File: config.mk
export PLATFORM = sky130hd
export DESIGN_NAME = harvard_dmem_bridge
export DESIGN_NICKNAME = d
export VERILOG_FILES = /design/src/rtl/harvard_dmem_bridge.sv
export SDC_FILE = /design/constraint.sdc
export NUM_CORES = 1
export LEC_CHECK = 0
export BUFFER_PORTS_ARGS = -buffer_cell sky130_fd_sc_hd__buf_2
export CORE_MARGIN = 2
export CORE_UTILIZATION = 49
export DETAILED_ROUTE_END_ITERATION = 8
export PLACE_DENSITY = 0.85
export REMOVE_ABC_BUFFERS = 1
export SLEW_MARGIN = 20
export SYNTH_ARGS = -nofsm -noshare
export SYNTH_HDL_FRONTEND = slang
export SYNTH_SLANG_ARGS = --single-unit
File: constraint.sdc
create_clock -name clk -period 3.6 [get_ports clk]
set_input_delay 0.54 -clock clk [delete_from_list [all_inputs] [get_ports clk]]
set_output_delay 0.54 -clock clk [all_outputs]
set_load 0.02 [all_outputs]
File: src/rtl/harvard_dmem_bridge.sv
`default_nettype none
// ============================================================================
// Module      : harvard_dmem_bridge
// Description : Bridges the CPU data port to a variable-latency data memory
//               with a wait-request handshake. Stalls the CPU through
//               cpu_clk_enable until each access completes, returns the
//               captured read word, flags misaligned accesses and, when the
//               DMEM_BRIDGE_TIMEOUT_EN macro is defined, aborts accesses the
//               memory never acknowledges.
// Ports       : clk, reset (async, active-low)
//               cpu_data_address/read/write/writedata  -> request from CPU
//               cpu_data_readdata, cpu_clk_enable      -> load data / stall
//               mem_address/read/write/writedata       -> request to memory
//               mem_readdata, mem_waitrequest          <- memory response
//               misaligned, timeout                    -> sticky error flags
// Config      : `define DMEM_BRIDGE_TIMEOUT_EN enables the watchdog.
// Revision    : 1.0 - initial release
// ============================================================================
module harvard_dmem_bridge #(
  parameter int unsigned TIMEOUT_CYCLES = 256,
  parameter logic [31:0] ERR_READDATA   = 32'hFFFF_FFFF
) (
  input  logic        clk,
  input  logic        reset,
  input  logic [31:0] cpu_data_address,
  input  logic        cpu_data_read,
  input  logic        cpu_data_write,
  input  logic [31:0] cpu_data_writedata,
  output logic [31:0] cpu_data_readdata,
  output logic        cpu_clk_enable,
  output logic [31:0] mem_address,
  output logic        mem_read,
  output logic        mem_write,
  output logic [31:0] mem_writedata,
  input  logic [31:0] mem_readdata,
  input  logic        mem_waitrequest,
  output logic        misaligned,
  output logic        timeout
);

  typedef enum logic [1:0] {
    IDLE   = 2'd0,
    ACCESS = 2'd1,
    DONE   = 2'd2
  } state_t;

  state_t      state_q, state_d;
  logic [31:0] mem_address_q, mem_address_d;
  logic [31:0] mem_writedata_q, mem_writedata_d;
  logic        mem_read_q, mem_read_d;
  logic        mem_write_q, mem_write_d;
  logic [31:0] readdata_q, readdata_d;
  logic        misaligned_q, misaligned_d;
  logic        w_req;
  logic        w_wd_expire;

  assign w_req = cpu_data_read | cpu_data_write;

`ifdef DMEM_BRIDGE_TIMEOUT_EN
  localparam int unsigned c_cnt_w = $clog2(TIMEOUT_CYCLES + 1);

  logic [c_cnt_w-1:0] wd_cnt_q, wd_cnt_d;
  logic               timeout_q, timeout_d;

  // The cycle in which the count would reach TIMEOUT_CYCLES is the abort cycle.
  assign w_wd_expire = (state_q == ACCESS) && mem_waitrequest &&
                       (wd_cnt_q == c_cnt_w'(TIMEOUT_CYCLES - 1));
  assign timeout     = timeout_q;
`else
  logic unused_params;

  assign unused_params = (^ERR_READDATA) ^ (TIMEOUT_CYCLES == 0);
  assign w_wd_expire   = 1'b0;
  assign timeout       = 1'b0;
`endif

  always_comb begin
    state_d         = state_q;
    mem_address_d   = mem_address_q;
    mem_writedata_d = mem_writedata_q;
    mem_read_d      = mem_read_q;
    mem_write_d     = mem_write_q;
    readdata_d      = readdata_q;
    misaligned_d    = misaligned_q;
`ifdef DMEM_BRIDGE_TIMEOUT_EN
    timeout_d       = timeout_q;
    // Counts only consecutive stalled ACCESS cycles; zero everywhere else.
    wd_cnt_d        = '0;
    if ((state_q == ACCESS) && mem_waitrequest && !w_wd_expire) begin
      wd_cnt_d = wd_cnt_q + 1'b1;
    end
`endif

    case (state_q)
      IDLE: begin
        if (w_req) begin
          mem_address_d   = cpu_data_address;
          mem_writedata_d = cpu_data_writedata;
          if (cpu_data_address[1:0] != 2'b00) begin
            // Memory is never touched; only a pure read clears the load data.
            misaligned_d = 1'b1;
            if (!cpu_data_write) begin
              readdata_d = 32'h0;
            end
            state_d = DONE;
          end else begin
            // A simultaneous read and write resolves to the write.
            mem_read_d  = !cpu_data_write;
            mem_write_d = cpu_data_write;
            state_d     = ACCESS;
          end
        end
      end

      ACCESS: begin
        if (!mem_waitrequest) begin
          if (mem_read_q) begin
            readdata_d = mem_readdata;
          end
          mem_read_d  = 1'b0;
          mem_write_d = 1'b0;
          state_d     = DONE;
        end else if (w_wd_expire) begin
`ifdef DMEM_BRIDGE_TIMEOUT_EN
          timeout_d = 1'b1;
          if (mem_read_q) begin
            readdata_d = ERR_READDATA;
          end
`endif
          mem_read_d  = 1'b0;
          mem_write_d = 1'b0;
          state_d     = DONE;
        end
      end

      DONE: begin
        state_d = IDLE;
      end

      default: begin
        mem_read_d  = 1'b0;
        mem_write_d = 1'b0;
        state_d     = IDLE;
      end
    endcase
  end

  always_ff @(posedge clk or negedge reset) begin
    if (!reset) begin
      state_q         <= IDLE;
      mem_address_q   <= 32'h0;
      mem_writedata_q <= 32'h0;
      mem_read_q      <= 1'b0;
      mem_write_q     <= 1'b0;
      readdata_q      <= 32'h0;
      misaligned_q    <= 1'b0;
`ifdef DMEM_BRIDGE_TIMEOUT_EN
      timeout_q       <= 1'b0;
      wd_cnt_q        <= '0;
`endif
    end else begin
      state_q         <= state_d;
      mem_address_q   <= mem_address_d;
      mem_writedata_q <= mem_writedata_d;
      mem_read_q      <= mem_read_d;
      mem_write_q     <= mem_write_d;
      readdata_q      <= readdata_d;
      misaligned_q    <= misaligned_d;
`ifdef DMEM_BRIDGE_TIMEOUT_EN
      timeout_q       <= timeout_d;
      wd_cnt_q        <= wd_cnt_d;
`endif
    end
  end

  // Combinational in IDLE so the CPU is frozen in the very cycle it asks.
  always_comb begin
    cpu_clk_enable = 1'b0;
    case (state_q)
      IDLE:    cpu_clk_enable = !w_req;
      DONE:    cpu_clk_enable = 1'b1;
      default: cpu_clk_enable = 1'b0;
    endcase
  end

  assign cpu_data_readdata = readdata_q;
  assign mem_address       = mem_address_q;
  assign mem_writedata     = mem_writedata_q;
  assign mem_read          = mem_read_q;
  assign mem_write         = mem_write_q;
  assign misaligned        = misaligned_q;

endmodule
`default_nettype wire

==> impl_metrics.tcl <==
set metrics [dict create \
    status "complete, no violations" \
    antenna_cells 0 \
    rows 33 \
    routabilityCongestion 0.7835 \
    drc 0 \
    wl_per_cell_um 14.93 \
    crit_path_max_incr_delay_ns 0.64 \
    synth.distinct_cells 24 \
    leakage_nw 2.820 \
    numPortBuffers 200 \
    critPathSlowestCell "buf_4" \
    grt_usage 0.2058 \
    met3_length_um 706 \
    holdWs_ns 0.2489 \
    tightest_slew_ns 0.8754 \
    dr.pass1.iters 4 \
    syn_to_final_growth_pct 31.01 \
    synthTopCellsByArea "dfrtp_1 (62%), mux2_2 (18%), mux2i_1 (7.9%)" \
    antenna_left 0 \
    numClockSinks 101 \
    dp_hpwl_mm 6.928 \
    top_layer "met4" \
    rsz0062_at_grt "false" \
    synth_warnings 0 \
    grt_max_degree 67 \
    insertion_delay_ns 0.35 \
    clockBufferDepth 2 \
    hp-class "primary input to async pin" \
    fmax_mhz 518.5 \
    cts_htree_levels 3 \
    ys_top_cells_by_count "dfrtp_1 (101), mux2_2 (64), inv_1 (33), nand2_1 (33), mux2i_1 (32)" \
    crit_chain "nor3_2 > buf_4 > mux2_2" \
    drive_gt1_frac 0.5711 \
    post_cts_resized 0 \
    r2r_end "mem_address[4]" \
    place_inst 596 \
    ys_seq_area_frac 0.6233 \
    stdcell_count 611 \
    synth_top_area_share 0.6233 \
    peakVddDrop_mv 0.2446 \
    cts_setup_buffers 0 \
    die_x_um 94.97 \
    wl_met1_mm 3.645 \
    wirelength_mm 9.125 \
    start_util 0.4985 \
    reg2reg_from "state_q[1]" \
    cp-start-kind "register" \
    fp.dieH_um 94.97 \
    cts_tree "built" \
    rrSetupSlack_ns 1.67 \
    ys_seq_elements 101 \
    synth_edf_count 0 \
    grt_pass1_wl_mm 14.25 \
    wl_met2_mm 4.665 \
    die_area_sq_mm 0.009019 \
    clock_skew_ns 0.01273 \
    setup_viol 0 \
    slew_headroom 0.4164 \
    endpoint "mem_address[4]" \
    setup.worst_path.start "state_q[1]" \
    netlist_area_sq_mm 0.004055 \
    hold_viol 0 \
    cts_buffers 9 \
    critPathMaxFanout 66 \
    min_period_over_period 0.5357 \
    coreArea_sq_mm 0.008134 \
    vias 2953 \
    antenna_found_initial 0 \
    p_per_area_mw_per_mm2 650.5 \
    fin_crit_ns 1.929 \
    clockRootBuffer "clkbuf_8" \
    synthCells 303 \
    ys_dominant_reg_cell "dfrtp_1" \
    cts_hold_buffers 0 \
    async_reset_ff_frac 1.000 \
    syn_area_per_cell_sq_um 13.38 \
    reg2regPathDepth 3 \
    nNetsFinal 603 \
    final-max-slew-violation-count 0 \
    critical_path_class "register to register" \
    yosysMostFrequentCell "dfrtp_1" \
    first_iter_violations 69 \
    worstPathRequired_ns 3.83 \
    cap_violations 0 \
    io_pins 202 \
    end_kind "register" \
    path_clk_slew_ns 0.10 \
    setup_tns_ns 0 \
    yosys.area.top_type "dfrtp_1" \
    grt-ovfl-total 0 \
    grt_pass1_vias 2986 \
    critPathArrivalTime_ns 2.16 \
    via_per_inst 4.833 \
]
-- stage by stage --
stage | power (mW) | instance area, sq um | utilization | worst slack, ns
2_1_floorplan | 2.365 | 3959 | - | -2.127
3_3_place_gp | 2.774 | 5132 | 0.6310 | 1.551
3_5_place_dp | 2.829 | 5132 | 0.6310 | 1.460
4_1_cts | 3.494 | 5313 | 0.6531 | 1.669
5_1_grt | 3.657 | 5313 | 0.6531 | 1.560
6_report | 3.456 | 5313 | 0.6531 | 1.671
-- power by group --
group / switching, mW / internal, mW / total [mW]
combinational: 0.719 / 0.506 / 1.22
sequential: 0.146 / 1.41 / 1.56
clock: 0.407 / 0.264 / 0.671
total: 1.27 / 2.18 / 3.46
-- cells by family after synthesis --
logic type             after synthesis  share of synthesized area
buffers and inverters               50                    0.05523
other                                1                  0.0009248
DFF                                101                     0.6233
muxes                               97                     0.2604
and+or+nand+nor                     44                    0.04320
AOI/OAI and AO/OA                   10                    0.01697
-- flip-flops by register name, indices dropped and copies added (netlist names) --
signal,cells
mem_read,1
mem_writedata,32
misaligned,1
cpu_data_readdata,32
state_q,2
mem_address,32
mem_write,1
-- critical path: cells and delay by family (launching register included) --
family,cells,cell delay [ns]
and+or+nand+nor,1,0.22
DFF,1,0.49
muxes,1,0.42
buffers and inverters,1,0.64
-- cell type report --
| cell class | instances | area (sq um) |
|---|---|---|
| Timing Repair Buffer | 204 | 1033 |
| Sequential cell | 101 | 2527 |
| Clock buffer | 9 | 123.9 |
| Clock inverter | 6 | 56.30 |
| Tap cell | 105 | 131.4 |
| Fill cell | 647 | 2821 |
| Inverter | 34 | 127.6 |
| Multi-Input combinational cell | 152 | 1313 |
-- layer usage --
metal,GRT usage,up-vias
li1,-,1395
met1,0.2431,1416
met2,0.3635,129
met3,0.05507,13
met4,0.06763,0
met5,0,-
-- worst min-delay path by stage --
stage,end,slack (ns),start
3_5_place_dp,misaligned,0.46,misaligned
5_1_grt,mem_writedata[25],0.29,reset
2_1_floorplan,cpu_data_readdata[0],0.24,reset
6_report,cpu_data_readdata[19],0.25,reset
4_1_cts,mem_writedata[3],0.26,reset
3_3_place_gp,misaligned,0.45,misaligned
-- cells in the final DEF (no fill, tap or decap), drive strengths merged, types with 2 or more instances in the layout --
cell type,Yosys,layout
a21oi,2,2
buf,12,204
clkbuf,4,9
dfrtp,101,101
inv,34,38
mux2,65,65
mux2i,32,32
nand2,33,33
nor2,5,5
nor3,3,3
o21ai,3,3
No activity file was read; power rests on OpenSTA's default activity.
